## config.mk

```make
export PLATFORM = sky130hd
export DESIGN_NAME = mem_access_unit
export DESIGN_NICKNAME = d
export VERILOG_FILES = /design/src/rtl/mem_access_unit_pkg.sv /design/src/rtl/mem_load_align.sv /design/src/rtl/mem_access_unit.sv
export SDC_FILE = /design/constraint.sdc
export NUM_CORES = 1
export LEC_CHECK = 0
export ABC_AREA = 1
export ABC_CLOCK_PERIOD_IN_PS = 3300
export CAP_MARGIN = 20
export CORE_MARGIN = 5
export CORE_UTILIZATION = 41
export DETAILED_ROUTE_END_ITERATION = 16
export PLACE_DENSITY = 0.75
export SLEW_MARGIN = 30
export SYNTH_ARGS = -nofsm -noshare
export SYNTH_HDL_FRONTEND = slang
export SYNTH_SLANG_ARGS = --single-unit
```

## constraint.sdc

```tcl
create_clock -name i_clk -period 3.3 [get_ports i_clk]
set_input_delay 0.33 -clock i_clk [delete_from_list [all_inputs] [get_ports i_clk]]
set_output_delay 0.33 -clock i_clk [all_outputs]
set_load 0.01 [all_outputs]
```

## src/rtl/mem_access_unit_pkg.sv

```systemverilog
// Shared definitions for the MEM-stage load/store engine: width codes, FSM states, lane helpers.
package mem_access_unit_pkg;

    localparam int unsigned NUM_LANES = 4;

    localparam logic [3:0] MEM_SEL_BYTE = 4'b0001;
    localparam logic [3:0] MEM_SEL_HALF = 4'b0011;
    localparam logic [3:0] MEM_SEL_WORD = 4'b1111;

    typedef enum logic [1:0] {
        StIdle = 2'd0,
        StReq  = 2'd1,
        StDone = 2'd2
    } state_e;

    // Byte offset after dropping low bits below the access's natural alignment.
    function automatic logic [1:0] eff_offset(input logic [3:0] sel, input logic [1:0] off);
        logic [1:0] res;
        res = off;
        if (sel == MEM_SEL_WORD) begin
            res = 2'b00;
        end else if (sel == MEM_SEL_HALF) begin
            res = {off[1], 1'b0};
        end
        return res;
    endfunction

    function automatic logic is_misaligned(input logic [3:0] sel, input logic [1:0] off);
        return ((sel == MEM_SEL_HALF) && off[0]) || ((sel == MEM_SEL_WORD) && (off != 2'b00));
    endfunction

endpackage

```

## src/rtl/mem_load_align.sv

```systemverilog
// Load data alignment: shift a RAM word down by byte offset, then mask and sign/zero-extend.
module mem_load_align
    import mem_access_unit_pkg::*;
#(
    parameter int unsigned DATA_WIDTH = 32
) (
    input  logic [DATA_WIDTH-1:0] i_data,
    input  logic [1:0]            i_offset,
    input  logic [3:0]            i_sel,
    input  logic                  i_sign_ext,
    output logic [DATA_WIDTH-1:0] o_data
);

    logic [DATA_WIDTH-1:0] w_shifted;

    assign w_shifted = i_data >> {i_offset, 3'b000};

    always_comb begin
        o_data = w_shifted;
        case (i_sel)
            MEM_SEL_BYTE: o_data = {{(DATA_WIDTH-8){i_sign_ext & w_shifted[7]}}, w_shifted[7:0]};
            MEM_SEL_HALF: o_data = {{(DATA_WIDTH-16){i_sign_ext & w_shifted[15]}}, w_shifted[15:0]};
            default:      o_data = w_shifted;
        endcase
    end

endmodule

```

## src/rtl/mem_access_unit.sv

```systemverilog
// MEM-stage load/store engine driving a req/ready data RAM and stalling the pipeline.
// Define MEM_ADDR_CHECK_EN to flag misaligned half/word accesses instead of truncating them.
module mem_access_unit
    import mem_access_unit_pkg::*;
#(
    parameter int unsigned ADDR_WIDTH = 32,
    parameter int unsigned DATA_WIDTH = 32
) (
    input  logic                  i_clk,
    input  logic                  i_rst,
    input  logic                  i_mem_read_flag,
    input  logic                  i_mem_write_flag,
    input  logic                  i_mem_sign_ext_flag,
    input  logic [3:0]            i_mem_sel,
    input  logic [DATA_WIDTH-1:0] i_mem_write_data,
    input  logic [ADDR_WIDTH-1:0] i_addr_in,
    input  logic [DATA_WIDTH-1:0] i_result_in,
    input  logic                  i_flush,
    output logic                  o_ram_en,
    output logic [3:0]            o_ram_write_en,
    output logic [ADDR_WIDTH-1:0] o_ram_addr,
    output logic [DATA_WIDTH-1:0] o_ram_write_data,
    input  logic [DATA_WIDTH-1:0] i_ram_read_data,
    input  logic                  i_ram_ready,
    output logic                  o_stall_req,
    output logic [DATA_WIDTH-1:0] o_result,
    output logic                  o_addr_error
);

    state_e                r_state, w_state_next;
    logic [ADDR_WIDTH-1:0] r_addr;
    logic [3:0]            r_strb, r_sel;
    logic [DATA_WIDTH-1:0] r_wdata, r_buf;
    logic [1:0]            r_off;
    logic                  r_is_store, r_sign, r_flush;

    logic                  w_mem_op, w_addr_err, w_start;
    logic [1:0]            w_off;
    logic [DATA_WIDTH-1:0] w_load_data;

    assign w_mem_op = i_mem_read_flag | i_mem_write_flag;
    assign w_off    = eff_offset(i_mem_sel, i_addr_in[1:0]);

`ifdef MEM_ADDR_CHECK_EN
    assign w_addr_err = w_mem_op && is_misaligned(i_mem_sel, i_addr_in[1:0]);
`else
    assign w_addr_err = 1'b0;
`endif

    assign w_start = (r_state == StIdle) && w_mem_op && !w_addr_err;

    assign o_ram_addr       = {r_addr[ADDR_WIDTH-1:2], 2'b00};
    assign o_ram_write_data = r_wdata;

    mem_load_align #(
        .DATA_WIDTH (DATA_WIDTH)
    ) u_load_align (
        .i_data     (r_buf),
        .i_offset   (r_off),
        .i_sel      (r_sel),
        .i_sign_ext (r_sign),
        .o_data     (w_load_data)
    );

    always_comb begin
        w_state_next   = r_state;
        o_stall_req    = 1'b0;
        o_ram_en       = 1'b0;
        o_ram_write_en = 4'b0000;
        o_addr_error   = 1'b0;
        o_result       = i_result_in;
        case (r_state)
            StIdle: begin
                if (w_start) begin
                    w_state_next = StReq;
                    o_stall_req  = 1'b1;
                end else if (w_addr_err) begin
                    o_addr_error = 1'b1;
                    o_result     = DATA_WIDTH'(i_addr_in);
                end
            end
            StReq: begin
                o_ram_en       = 1'b1;
                o_ram_write_en = r_strb;
                o_stall_req    = 1'b1;
                if (i_ram_ready) begin
                    w_state_next = StDone;
                end
            end
            StDone: begin
                o_result     = r_is_store ? DATA_WIDTH'(r_addr) : w_load_data;
                w_state_next = StIdle;
            end
            default: w_state_next = StIdle;
        endcase
        // A flush seen mid-transaction only takes effect once the bus access completes.
        if ((i_flush && (r_state != StReq)) || ((r_state == StDone) && r_flush)) begin
            o_result = '0;
        end
    end

    always_ff @(posedge i_clk or posedge i_rst) begin
        if (i_rst) begin
            r_state    <= StIdle;
            r_addr     <= '0;
            r_strb     <= 4'b0000;
            r_sel      <= 4'b0000;
            r_wdata    <= '0;
            r_buf      <= '0;
            r_off      <= 2'b00;
            r_is_store <= 1'b0;
            r_sign     <= 1'b0;
            r_flush    <= 1'b0;
        end else begin
            r_state <= w_state_next;
            if (w_start) begin
                r_addr     <= i_addr_in;
                r_strb     <= i_mem_write_flag ? 4'(i_mem_sel << w_off) : 4'b0000;
                r_sel      <= i_mem_sel;
                r_wdata    <= i_mem_write_data << {w_off, 3'b000};
                r_off      <= w_off;
                r_is_store <= i_mem_write_flag;
                r_sign     <= i_mem_sign_ext_flag;
                r_flush    <= 1'b0;
            end
            if (r_state == StReq) begin
                if (i_flush) begin
                    r_flush <= 1'b1;
                end
                if (i_ram_ready) begin
                    r_buf <= i_ram_read_data;
                end
            end
        end
    end

    a_no_read_and_write: assert property (@(posedge i_clk) disable iff (i_rst)
        !(i_mem_read_flag && i_mem_write_flag));

endmodule

```

Word-level counts from Yosys, hierarchy flattened:

Cells that the tools add are included.
W data, S select, Z words.

* output and inout bits: 103
* register bits after elaboration: 111
* word-level logic and storage cells: 49
* bits of input ports: 139

* reductions and logical operators: 7
* equality and inequality tests: 9
* bitwise operators: 3
* shift operators: 3
* multiplexer cells: 17

Operators by type and width (number)
* $mux W32: 3
* $pmux W32 S2: 1
* $shl A32 B5 Y32: 1
* $shr A32 B5 Y32: 1
* $eq A4 B2 Y1 const B: 2
* $mux W4: 2
* $mux W1: 6
* $mux W2: 3
* $eq A4 B1 Y1 const B: 1
* $eq A4 B4 Y1 const B: 1
* $ne A2 B2 Y1 const B: 2
* $pmux W2 S2: 1
* $reduce_and A2 Y1: 2
* $shl A4 B2 Y4: 1
* $logic_and A1 B1 Y1: 3
* $and A1 B1 Y1: 2
* $eq A2 B1 Y1 const B: 1
* $eq A2 B2 Y1 const B: 1
* $logic_not A2 Y1: 1
* $ne A2 B1 Y1 const B: 1
* $pmux W1 S2: 1
* $logic_or A1 B1 Y1: 1
* $or A1 B1 Y1: 1

Depth between registers and ports, before layout:

* depth in word-level cells: 6
* depth in mapped cells: 9

Cells and area by module:

From an unflattened synthesis, not the netlist that was laid out.

* cells, all modules: 979
* area total of the unflattened synthesis: 6745.2 um^2

Modules (own cells, without submodules)
* mem_access_unit: area each 5859.4 um^2, times used 1, sequential area each 2777.7 um^2, cells an instance 803
* mem_load_align: area each 885.8 um^2, times used 1, sequential area each 0.0 um^2, cells an instance 176

Least setup slack after synthesis:

OpenSTA, ideal clock, no wires.

* path type: reg-to-output
* start: reg r_sel[2]
* end: out o_result[23]
* setup slack: 1603 ps
* stages on the path, launching flop included: 9
* arrival time: 1367 ps
* path through: dfrtp_1 -> nor2_2 -> nand3_2 -> nor2_2 -> nand2_4 -> nand3_4 -> buf_6 -> nand2_1 -> a21oi_1

* word-level cells in the longest chain between the ends: 5
* elaborated cells between the ends (all ways): 6
* those cells by class: eq/ne (2); mux (4)

RTL lines
* start: declaration: line mem_access_unit.sv:32 `logic [3:0] r_strb, r_sel;`
* start signal: assignment: line mem_access_unit.sv:119 `r_sel <= i_mem_sel;`
* $eq A4 B2 Y1 or $eq A4 B1 Y1 (tied branches): line mem_load_align.sv:20 `case (i_sel)`
* $pmux W32 S2 *: line mem_load_align.sv:20
* $mux W32 *: line mem_access_unit.sv:91 `o_result = r_is_store ? DATA_WIDTH'(r_addr) : w_load_data;`
* $mux W32 *
* $mux W32 *: line mem_access_unit.sv:97 `if ((i_flush && (r_state != StReq)) || ((r_state == StDone) && r_flush)) begin`
* end: declaration: line mem_access_unit.sv:26 `output logic [DATA_WIDTH-1:0] o_result,`

Mark *: on every way between the ends. The rest lies on a longest branch, timed or not.

Final worst setup path:

* start: reg r_state[1]
* end: out o_result[25]

* word-level cells in the longest chain between the ends: 4
* elaborated cells between the ends (all ways): 7
* those cells by class: eq/ne (2); mux (2); reduce/logical (3)

RTL lines
* start: declaration: line mem_access_unit.sv:30 `state_e r_state, w_state_next;`
* start signal: assignment: line mem_access_unit.sv:104 `r_state <= StIdle;`
* start signal: assignment: line mem_access_unit.sv:115 `r_state <= w_state_next;`
* $ne A2 B1 Y1 or $eq A2 B2 Y1 (tied branches): line mem_access_unit.sv:97, mem_access_unit.sv:72
* $logic_and A1 B1 Y1: line mem_access_unit.sv:97
* $logic_or A1 B1 Y1: line mem_access_unit.sv:97
* $mux W32 *: line mem_access_unit.sv:97

Marked as above.

==> results.toml <==
[status]
status = "completed"

[die]
core-area_um2 = 15700
die_h_um = 136
num_rows = 46
dieArea_um2 = 18500
io_pins = 242
die_w_um = 136
start_util_pct = 41.4

[place]
gp_congestion = 0.928
dp_hpwl_um = 16800
place_ws_ps = 681
io_buffers = 238

[timing]
slew_violations = 0
worst_clock_skew_ps = 5.73
fin_crit_sh_pct = 90.5
finalHoldViolCount = 0
rsz0062_at_grt = "false"
period_needed_ps = 2990
timing.fmax_ghz = 0.335
setup_viol = 0
max_slew_margin_pct = 49.2
layout_setup_ws_ps = 312
tightest_slew_ps = 760
fin_setup_tns_ps = 0

[critical_path]
slowest_stage = "clkdlybuf4s50_1"
slowest_delay_ps = 570
cp.required_ps = 2970
critPathMaxFanout = 24
cp_cell_sequence = "inv_1 -> nand2_1 -> inv_2 -> o21ai_0 -> inv_1 -> buf_4 -> o21ai_0 -> a21oi_1 -> clkdlybuf4s50_1"
cp-start-kind = "flop"
cp.arrival_ps = 2660
endpoint_kind = "output pin"
critPathKind = "reg -> out"

[routing]
drt_pass1_iterations = 7
via_count = 6749
via_per_inst = 5.21
wl_per_cell_um = 17.4
first_iter_violations = 546
drcViolationCount = 0
ant_nets = 0
drt-total-wl_um = 22500

[power_and_ir_drop]
leakagePower_nw = 4.21
intPower_w = 0.00459
power_w = 0.00807
peakVddDrop_mv = 0.396
power.density_nw_per_um2 = 889
p_sw_share_pct = 43.1
p_clk_share_pct = 15.5
seq_power_share_pct = 31.0
pwr-share-comb_pct = 53.5
power.switching_w = 0.00348

[finish]
area.sequential_um2 = 2780
nFillCells = 1468
multi_input_area_um2 = 2950
syn_to_final_growth_pct = 39.6
drive_gt1_share_pct = 4.91
nets = 1214
n_antenna_cell = 0

[global_routing]
grt_pass1_vias = 6477
grt_overflow = 0
antenna_found_initial = 1
grt_usage_pct = 24.4
grt_max_degree = 61
grt_pass1_wl_um = 35400

[clock_network]
cts_setup_buffers = 0
cts-root-buf = "clkbuf_16"
cts_max_level = 3
cts_tree = "done"
cts.repair.resized = 0
clk_latency_ps = 350
ctsHoldBuffers = 0
cts_buffers = 9
clkSinkCount = 111
clockBufferDepth = 2
clk_pin_slew_worst_paths_ps = 70

[synth]
ys_seq_elements = 111
synth_warnings = 0
synth_area_per_cell_um2 = 7.22
netlist.area_leader.share_pct = 42.7
syn_inst = 900
synth_cell_type_count = 34
netlist_top_cells_count = "nand2_1 (314), dfrtp_1 (111), a21oi_1 (83)"
yosysTopAreaCell = "dfrtp_1"
synth-edff-count = 0
netlist_area_um2 = 6500
yosys-top-cells-area = "dfrtp_1 (43%), nand2_1 (18%), a21oi_1 (6.4%)"
async_flop_share_pct = 100
yosysSeqAreaShare_pct = 42.7
synth_ff_type = "dfrtp_1"
yosysMostFrequentCell = "nand2_1"

[flow_run]
drv_cap = 0

[hold_path]
holdCritPathClass = "in -> async"
## area by class of cell
type / instances / share of cell area (%)
Inverter: 68 / 2.91
Tap cell: 216 / 2.98
Clock buffer: 12 / 2.94
Timing Repair Buffer: 251 / 27.3
Sequential cell: 111 / 30.6
Multi-Input combinational cell: 634 / 32.5
Clock inverter: 4 / 0.813
## power groups by stage
stage                     clock [W]  sequential (W)  combinational [W]
after global routing        0.00133         0.00259            0.00476
final                       0.00125         0.00251            0.00432
after CTS                   0.00127         0.00249            0.00432
after detailed placement          0         0.00251            0.00429
after floorplan                   0         0.00243            0.00260
after global placement            0         0.00250            0.00424
## routing by layer
layer | vias up | share of wire, % | routed length [um] | track usage (%)
met4 | 2 | 3.7 | 833 | 9.52
met5 | - | 0.058 | 13 | 0
met1 | 3108 | 40 | 9100 | 32.0
met2 | 352 | 46 | 10400 | 38.7
li1 | 3233 | - | - | -
met3 | 54 | 9.8 | 2220 | 6.37
## cell families (layout without fill, tap and decap cells)
logic type             Yosys count  count (layout)  share of synthesized area [%]
AO/OA/AOI/OAI                  194             194                           16.0
buffers and inverters          157             335                           12.2
AND/OR/NAND/NOR                437             437                           29.1
other                            1               3                         0.0577
flip-flops                     111             111                           42.7
## path summary, 6_finish.rpt
check,from,end,slack (ps),cells past startpoint
min reg2reg,r_buf[2]$_DFFE_PP0P_,r_buf[2]$_DFFE_PP0P_,490,2
min,i_rst,r_sel[2]$_DFFE_PP0P_,410,2
min in group i_clk,r_buf[2]$_DFFE_PP0P_,r_buf[2]$_DFFE_PP0P_,490,2
max,r_state[1]$_DFFE_PP0P_,o_result[25],310,9
max reg2reg,r_state[1]$_DFFE_PP0P_,r_buf[17]$_DFFE_PP0P_,1010,7
max in group asynchronous,i_rst,r_addr[6]$_DFFE_PP0P_,2060,3
## critical path: cells and delay by family (launching register included)
kind,cells,cell delay (ps)
DFF,1,370
and+or+nand+nor,1,210
buffers and inverters,5,1310
AOI/OAI and AO/OA,3,390
## cells in the final DEF, fill, tap and decap left out, types with 2 or more instances in the layout
cell and count:
bufinv_16 2, conb_1 3, clkdlybuf4s50_1 238, nor2_2 2
inv_1 59, nand2_4 2, dfrtp_1 111, clkbuf_16 9
nand3b_1 8, o21ai_0 82, inv_2 5, buf_4 13
inv_4 2, o21ai_1 2, nand3_1 76, nor2_4 5
a21oi_1 83, o211ai_1 23, clkbuf_8 3, nand2_1 314
o22ai_1 2, nor2_1 21, nor2_8 2
## metrics by stage
stage / std cells / hold WS [ps] / utilization [%] / instance area [um2]
floorplan: 902 / 440 / - / 6510
CTS: 1296 / 451 / 57.7 / 9070
global route: 1296 / 466 / 57.8 / 9080
global placement: 1280 / 464 / 55.6 / 8730
detailed placement: 1280 / 466 / 55.6 / 8730
finish: 1296 / 406 / 57.8 / 9080
## flip-flops by register name, summed over array words and instances, names as in the netlist, 2 cells and up
| name | flops |
|---|---|
| o_ram_write_data | 32 |
| r_addr | 32 |
| r_buf | 32 |
| r_sel | 4 |
| r_strb | 4 |
| r_off | 2 |
| r_state | 2 |
(Power assumes the default switching activity.)
